===== src/rtl/regfile_scoreboard_if.sv =====
// regfile_scoreboard_if: decode/writeback/debug bundle between the core and the register file.
interface regfile_scoreboard_if #(
    parameter int DATA_WIDTH = 32,
    parameter int ADDR_WIDTH = 5
);
    logic [ADDR_WIDTH-1:0] rs1_addr;
    logic [ADDR_WIDTH-1:0] rs2_addr;
    logic [DATA_WIDTH-1:0] rs1_data;
    logic [DATA_WIDTH-1:0] rs2_data;
    logic                  rs1_busy;
    logic                  rs2_busy;
    logic                  issue_valid;
    logic [ADDR_WIDTH-1:0] issue_rd;
    logic                  wb_valid;
    logic [ADDR_WIDTH-1:0] wb_rd;
    logic [DATA_WIDTH-1:0] wb_data;
    logic [ADDR_WIDTH-1:0] dbg_addr;
    logic [DATA_WIDTH-1:0] dbg_data;
    logic [ADDR_WIDTH:0]   busy_count;

    modport master (
        output rs1_addr, rs2_addr, issue_valid, issue_rd, wb_valid, wb_rd, wb_data, dbg_addr,
        input  rs1_data, rs2_data, rs1_busy, rs2_busy, dbg_data, busy_count
    );
    modport slave (
        input  rs1_addr, rs2_addr, issue_valid, issue_rd, wb_valid, wb_rd, wb_data, dbg_addr,
        output rs1_data, rs2_data, rs1_busy, rs2_busy, dbg_data, busy_count
    );
endinterface


===== src/rtl/regfile_scoreboard.sv =====
// regfile_scoreboard: 2R/1W register file with per-register busy scoreboard and debug port.
// Optional REGFILE_BYPASS_EN: write-first forwarding of wb_data onto rs1/rs2 (debug port never bypassed).
module regfile_scoreboard #(
    parameter int DATA_WIDTH = 32,
    parameter int NUM_REGS   = 32,
    parameter int ZERO_REG   = 1
) (
    input logic clock,
    input logic reset_n,
    regfile_scoreboard_if.slave bus
);
    localparam int ADDR_WIDTH = NUM_REGS > 1 ? $clog2(NUM_REGS) : 1;

    logic [DATA_WIDTH-1:0] regs [NUM_REGS];
    logic [NUM_REGS-1:0]   busy;
    logic [NUM_REGS-1:0]   busy_next;
    logic [ADDR_WIDTH:0]   count_next;
    logic                  wr_en;
    logic                  is_en;
    logic                  fwd1;
    logic                  fwd2;

    function automatic logic valid_addr(input logic [ADDR_WIDTH-1:0] a);
        return (32'(a) < NUM_REGS) && !(ZERO_REG != 0 && a == '0);
    endfunction

    function automatic logic [DATA_WIDTH-1:0] rd(input logic [ADDR_WIDTH-1:0] a);
        return valid_addr(a) ? regs[a] : '0;
    endfunction

    function automatic logic bz(input logic [ADDR_WIDTH-1:0] a);
        return valid_addr(a) ? busy[a] : 1'b0;
    endfunction

    assign wr_en = bus.wb_valid && valid_addr(bus.wb_rd);
    assign is_en = bus.issue_valid && valid_addr(bus.issue_rd);

`ifdef REGFILE_BYPASS_EN
    assign fwd1 = wr_en && bus.wb_rd == bus.rs1_addr;
    assign fwd2 = wr_en && bus.wb_rd == bus.rs2_addr;
`else
    assign fwd1 = 1'b0;
    assign fwd2 = 1'b0;
`endif

    // Issue is applied after writeback so a same-edge new producer keeps the register busy.
    always_comb begin
        busy_next  = busy;
        count_next = '0;
        for (int i = 0; i < NUM_REGS; i++) begin
            busy_next[i] = (is_en && bus.issue_rd == ADDR_WIDTH'(i)) ? 1'b1 :
                           (wr_en && bus.wb_rd == ADDR_WIDTH'(i)) ? 1'b0 : busy[i];
            count_next  += (ADDR_WIDTH + 1)'(busy_next[i]);
        end
    end

    always_ff @(posedge clock or negedge reset_n) begin
        if (!reset_n) begin
            for (int i = 0; i < NUM_REGS; i++) regs[i] <= '0;
            busy           <= '0;
            bus.busy_count <= '0;
        end else begin
            if (wr_en) regs[bus.wb_rd] <= bus.wb_data;
            busy           <= busy_next;
            bus.busy_count <= count_next;
        end
    end

    assign bus.rs1_data = fwd1 ? bus.wb_data : rd(bus.rs1_addr);
    assign bus.rs2_data = fwd2 ? bus.wb_data : rd(bus.rs2_addr);
    assign bus.rs1_busy = fwd1 ? 1'b0 : bz(bus.rs1_addr);
    assign bus.rs2_busy = fwd2 ? 1'b0 : bz(bus.rs2_addr);
    assign bus.dbg_data = rd(bus.dbg_addr);
endmodule


===== src/flat_wrapper.sv =====
// flat-port wrapper written by rule: the top's interface ports become plain ports
module regfile_scoreboard_flat 
#(
    parameter int DATA_WIDTH = 32,
    parameter int NUM_REGS   = 32,
    parameter int ZERO_REG   = 1
)
  (clock, reset_n, bus_rs1_addr, bus_rs2_addr, bus_issue_valid, bus_issue_rd, bus_wb_valid, bus_wb_rd, bus_wb_data, bus_dbg_addr, bus_rs1_data, bus_rs2_data, bus_rs1_busy, bus_rs2_busy, bus_dbg_data, bus_busy_count);
  regfile_scoreboard_if #(.DATA_WIDTH(DATA_WIDTH), .ADDR_WIDTH(5)) bus_i ();
  input logic clock;
  input logic reset_n;
  input wire logic [$bits(bus_i.rs1_addr)-1:0] bus_rs1_addr;
  input wire logic [$bits(bus_i.rs2_addr)-1:0] bus_rs2_addr;
  input wire logic [$bits(bus_i.issue_valid)-1:0] bus_issue_valid;
  input wire logic [$bits(bus_i.issue_rd)-1:0] bus_issue_rd;
  input wire logic [$bits(bus_i.wb_valid)-1:0] bus_wb_valid;
  input wire logic [$bits(bus_i.wb_rd)-1:0] bus_wb_rd;
  input wire logic [$bits(bus_i.wb_data)-1:0] bus_wb_data;
  input wire logic [$bits(bus_i.dbg_addr)-1:0] bus_dbg_addr;
  output wire logic [$bits(bus_i.rs1_data)-1:0] bus_rs1_data;
  output wire logic [$bits(bus_i.rs2_data)-1:0] bus_rs2_data;
  output wire logic [$bits(bus_i.rs1_busy)-1:0] bus_rs1_busy;
  output wire logic [$bits(bus_i.rs2_busy)-1:0] bus_rs2_busy;
  output wire logic [$bits(bus_i.dbg_data)-1:0] bus_dbg_data;
  output wire logic [$bits(bus_i.busy_count)-1:0] bus_busy_count;
  assign bus_i.rs1_addr = bus_rs1_addr;
  assign bus_i.rs2_addr = bus_rs2_addr;
  assign bus_i.issue_valid = bus_issue_valid;
  assign bus_i.issue_rd = bus_issue_rd;
  assign bus_i.wb_valid = bus_wb_valid;
  assign bus_i.wb_rd = bus_wb_rd;
  assign bus_i.wb_data = bus_wb_data;
  assign bus_i.dbg_addr = bus_dbg_addr;
  assign bus_rs1_data = bus_i.rs1_data;
  assign bus_rs2_data = bus_i.rs2_data;
  assign bus_rs1_busy = bus_i.rs1_busy;
  assign bus_rs2_busy = bus_i.rs2_busy;
  assign bus_dbg_data = bus_i.dbg_data;
  assign bus_busy_count = bus_i.busy_count;
  regfile_scoreboard #(.DATA_WIDTH(DATA_WIDTH), .NUM_REGS(NUM_REGS), .ZERO_REG(ZERO_REG)) u_core (.clock(clock), .reset_n(reset_n), .bus(bus_i));
endmodule

===== config.mk =====
export PLATFORM = sky130hd
export DESIGN_NAME = regfile_scoreboard_flat
export DESIGN_NICKNAME = d
export VERILOG_FILES = /design/src/rtl/regfile_scoreboard_if.sv /design/src/rtl/regfile_scoreboard.sv /design/src/flat_wrapper.sv
export SDC_FILE = /design/constraint.sdc
export NUM_CORES = 2
export LEC_CHECK = 0
export CAP_MARGIN = 10
export CORE_UTILIZATION = 40
export CTS_CLUSTER_SIZE = 12
export DETAILED_ROUTE_END_ITERATION = 10
export PLACE_DENSITY = 0.64
export REMOVE_ABC_BUFFERS = 1
export SLEW_MARGIN = 20
export SYNTH_ARGS = -nofsm -noshare
export SYNTH_HDL_FRONTEND = slang
export SYNTH_SLANG_ARGS = --single-unit

===== constraint.sdc =====
create_clock -name clock -period 4.7 [get_ports clock]
set_clock_uncertainty 0.05 [all_clocks]
set_input_delay 0.94 -clock clock [delete_from_list [all_inputs] [get_ports clock]]
set_output_delay 0.94 -clock clock [all_outputs]
set_load 0.02 [all_outputs]

==> flow_summary.json <==
{
  "timing.fmax_ghz": 0.188,
  "final_cell_count_no_fill": 7092,
  "die_x_um": 407,
  "worst-path-buf-inv": 7,
  "setup_slack_ps": -606,
  "worst_setup_path_start_kind": "input pin",
  "crit_fanout": 7,
  "crit_top_cell": "fa_1",
  "hold_path.class": "in -> async",
  "synth_edf_count": 0,
  "layout.nets": 4911,
  "status": "complete, but fails checks",
  "place.gp.congestion": 0.887,
  "fp.coreArea_sq_mm": 0.163,
  "first_pass_iters": 6,
  "critPathTopFamily": "adder cells",
  "htree_levels": 3,
  "ios": 165,
  "synth_seq_area_share_pct": 40.4,
  "cts-root-buf": "clkbuf_16",
  "power.leakage_nw": 32.2,
  "drive_gt1_share_pct": 51.4,
  "num_vias": 47700,
  "drc": 0,
  "final_hold_viol_count": 0,
  "mostFrequentLayoutCell": "mux2_2",
  "grt_pass1_vias": 48500,
  "clk_path_buf_depth": 3,
  "die_y_um": 407,
  "ys_warn_count": 0,
  "slowest_delay_ps": 580,
  "ys_ff_latch": 1062,
  "drv_cap": 0,
  "vdd_drop_max_mv": 0.866,
  "violations": "negative setup slack",
  "max_slew_margin_pct": 22.8,
  "post-route-period-util_pct": 113,
  "crit_type": "in -> reg",
  "cts.clk_slew.worst_paths_ps": 60,
  "wirelength_mm": 244,
  "synthesis.area_sq_mm": 0.0657,
  "cts_tree": "yes",
  "rsz0062_at_grt": "true",
  "grt_max_degree": 130,
  "power_w": 0.0340,
  "dp_hpwl_mm": 146,
  "synth_cells": 4662,
  "overflow": 0,
  "numCtsBuffers": 119,
  "grt_first_pass_wirelength_mm": 352,
  "cp.arrival_ps": 5920,
  "rows": 148,
  "syn_to_final_growth_pct": 15.8,
  "yosys.cell_types.count": 57,
  "fin_crit_ps": 5310,
  "clk_latency_ps": 750,
  "die_area_sq_mm": 0.166,
  "clock-sinks": 1062,
  "routedWlPerCell_um": 34.4,
  "cp_slowest_cell": "fa_1",
  "pre_cts_slack_ps": -2040,
  "avgSynthCellArea_sq_um": 14.1,
  "grt_util_all_layers_pct": 29.1,
  "final_cell_mix": "mux2_2 (1101), dfrtp_1 (1062), mux4_2 (618), buf_4 (374), mux2i_1 (312)",
  "initial_core_util_pct": 40.3,
  "setup_viol": 6,
  "placed_cells": 6848,
  "worstPathCellList": "buf_2 -> buf_6 -> nor3b_2 -> buf_4 -> buf_6 -> a22oi_2 -> fa_1 -> fa_1 -> inv_2 -> fa_1 -> fa_1 -> fa_1 -> fa_1 -> fa_2 -> inv_2 -> fa_2 -> inv_2 -> a21o_1 -> a21oi_2 -> xnor2_1",
  "numPortBuffers": 164,
  "required_ps": 5310,
  "finalSetupTns_ps": -2680,
  "worst_pin_slew_ps": 1150,
  "async_flop_share_pct": 100,
  "synthFlopType": "dfrtp_1",
  "drt_iter0_drc": 5538,
  "grt_antenna_before_repair": 12,
  "drv_slew": 0,
  "cellPowerDensity_mw_per_mm2": 446,
  "vias_per_cell": 6.72,
  "cp-end-kind": "flop",
  "ant_nets": 0
}
state kept, by name, summed over array words and instances, names as in the netlist:
signal                 cells
u_core.regs             1024
u_core.busy               32
u_core.bus.busy_count      6
per-stage QoR:
step | instance area [sq um] | util, % | hold WS, ps
final | 76100 | 46.7 | 118
after global routing | 76100 | 46.7 | 130
after CTS | 75800 | 46.5 | 101
after detailed placement | 71800 | 44.0 | 354
after global placement | 71800 | 44.0 | 344
after floorplan | 63100 | - | 331
timing repair:
| action | 4_1_cts | 5_1_grt |
|---|---|---|
| hold buffers | 0 | 0 |
| setup endpoints to repair | 6 | 7 |
| pin swaps | 17 | 27 |
| cloned | 0 | 0 |
| resized for setup | 63 | 70 |
| buffers inserted | 8 | 16 |
| endpoints found under the hold margin | 0 | 0 |
cell type report:
| cell class | instances | area, sq um |
|---|---|---|
| clock inverter | 35 | 428 |
| antenna | 6 | 15.0 |
| fill | 14100 | 86900 |
| timing repair buffer | 593 | 5880 |
| multi-input combinational | 2997 | 36800 |
| sequential | 1062 | 26600 |
| clock buffer | 179 | 3500 |
| tap | 2175 | 2720 |
| inverter | 45 | 174 |
synth_stat cells (all sizes together) (3+ instances only):
cell type / number / area share [%]
mux2: 1110 / 19
dfrtp: 1062 / 40
mux4: 618 / 21
mux2i: 312 / 4.8
clkbuf: 289 / 1.7
buf: 269 / 2.4
o21ai: 133 / 1.0
a211oi: 130 / 1.5
nand2: 109 / 0.62
a22oi: 87 / 0.99
nor2b: 82 / 0.78
a221oi: 71 / 0.95
a311oi: 66 / 0.88
inv: 45 / 0.26
o22ai: 44 / 0.42
nand3: 31 / 0.24
fa: 24 / 0.73
nor2: 24 / 0.14
o221ai: 22 / 0.29
a22o: 19 / 0.25
a2bb2oi: 18 / 0.24
o2111ai: 17 / 0.23
o211a: 10 / 0.15
o221a: 10 / 0.17
ha: 8 / 0.15
and2: 6 / 0.057
nand4: 6 / 0.057
nand2b: 5 / 0.048
nor3b: 4 / 0.046
or2: 4 / 0.038
and3: 3 / 0.029
nand3b: 3 / 0.034
nor3: 3 / 0.023
xnor2: 3 / 0.040
final timing paths:
check	from	to	slack [ps]	cells after the start
max	bus_issue_rd[0]	u_core.bus.busy_count[4]	-610	20
min	reset_n	u_core.regs[911]	120	1
max reg2reg	u_core.busy[1]	u_core.bus.busy_count[4]	-360	17
min reg2reg	u_core.regs[1005]	u_core.regs[1005]	370	0
max in group asynchronous	reset_n	u_core.regs[980]	3180	3
min in group clock	u_core.regs[1005]	u_core.regs[1005]	370	0
power breakdown:
| group | total, W | internal, W | switching [W] |
|---|---|---|---|
| Combinational | 0.0116 | 0.00667 | 0.00494 |
| Clock | 0.00958 | 0.00558 | 0.00400 |
| Sequential | 0.0128 | 0.0110 | 0.00177 |
metal layers:
layer / global-route usage, % / vias up / share of wire (%)
li1: - / 18800 / -
met1: 38.9 / 25300 / 39
met2: 43.7 / 2946 / 45
met3: 7.53 / 699 / 11
met4: 14.4 / 10 / 5.5
met5: 0 / - / 0.076
kinds of logic (layout without fill, tap and decap cells):
group	Yosys count	count (layout)	share of synthesized area (%)
compound gates	633	633	7.15
other cells	0	6	0
mux	2040	2040	45.0
xor+xnor	3	3	0.0400
flops	1062	1062	40.4
simple gates	289	289	2.24
fa+ha+maj	32	32	0.884
buf+inv	603	852	4.28
(Power assumes the default switching activity.)
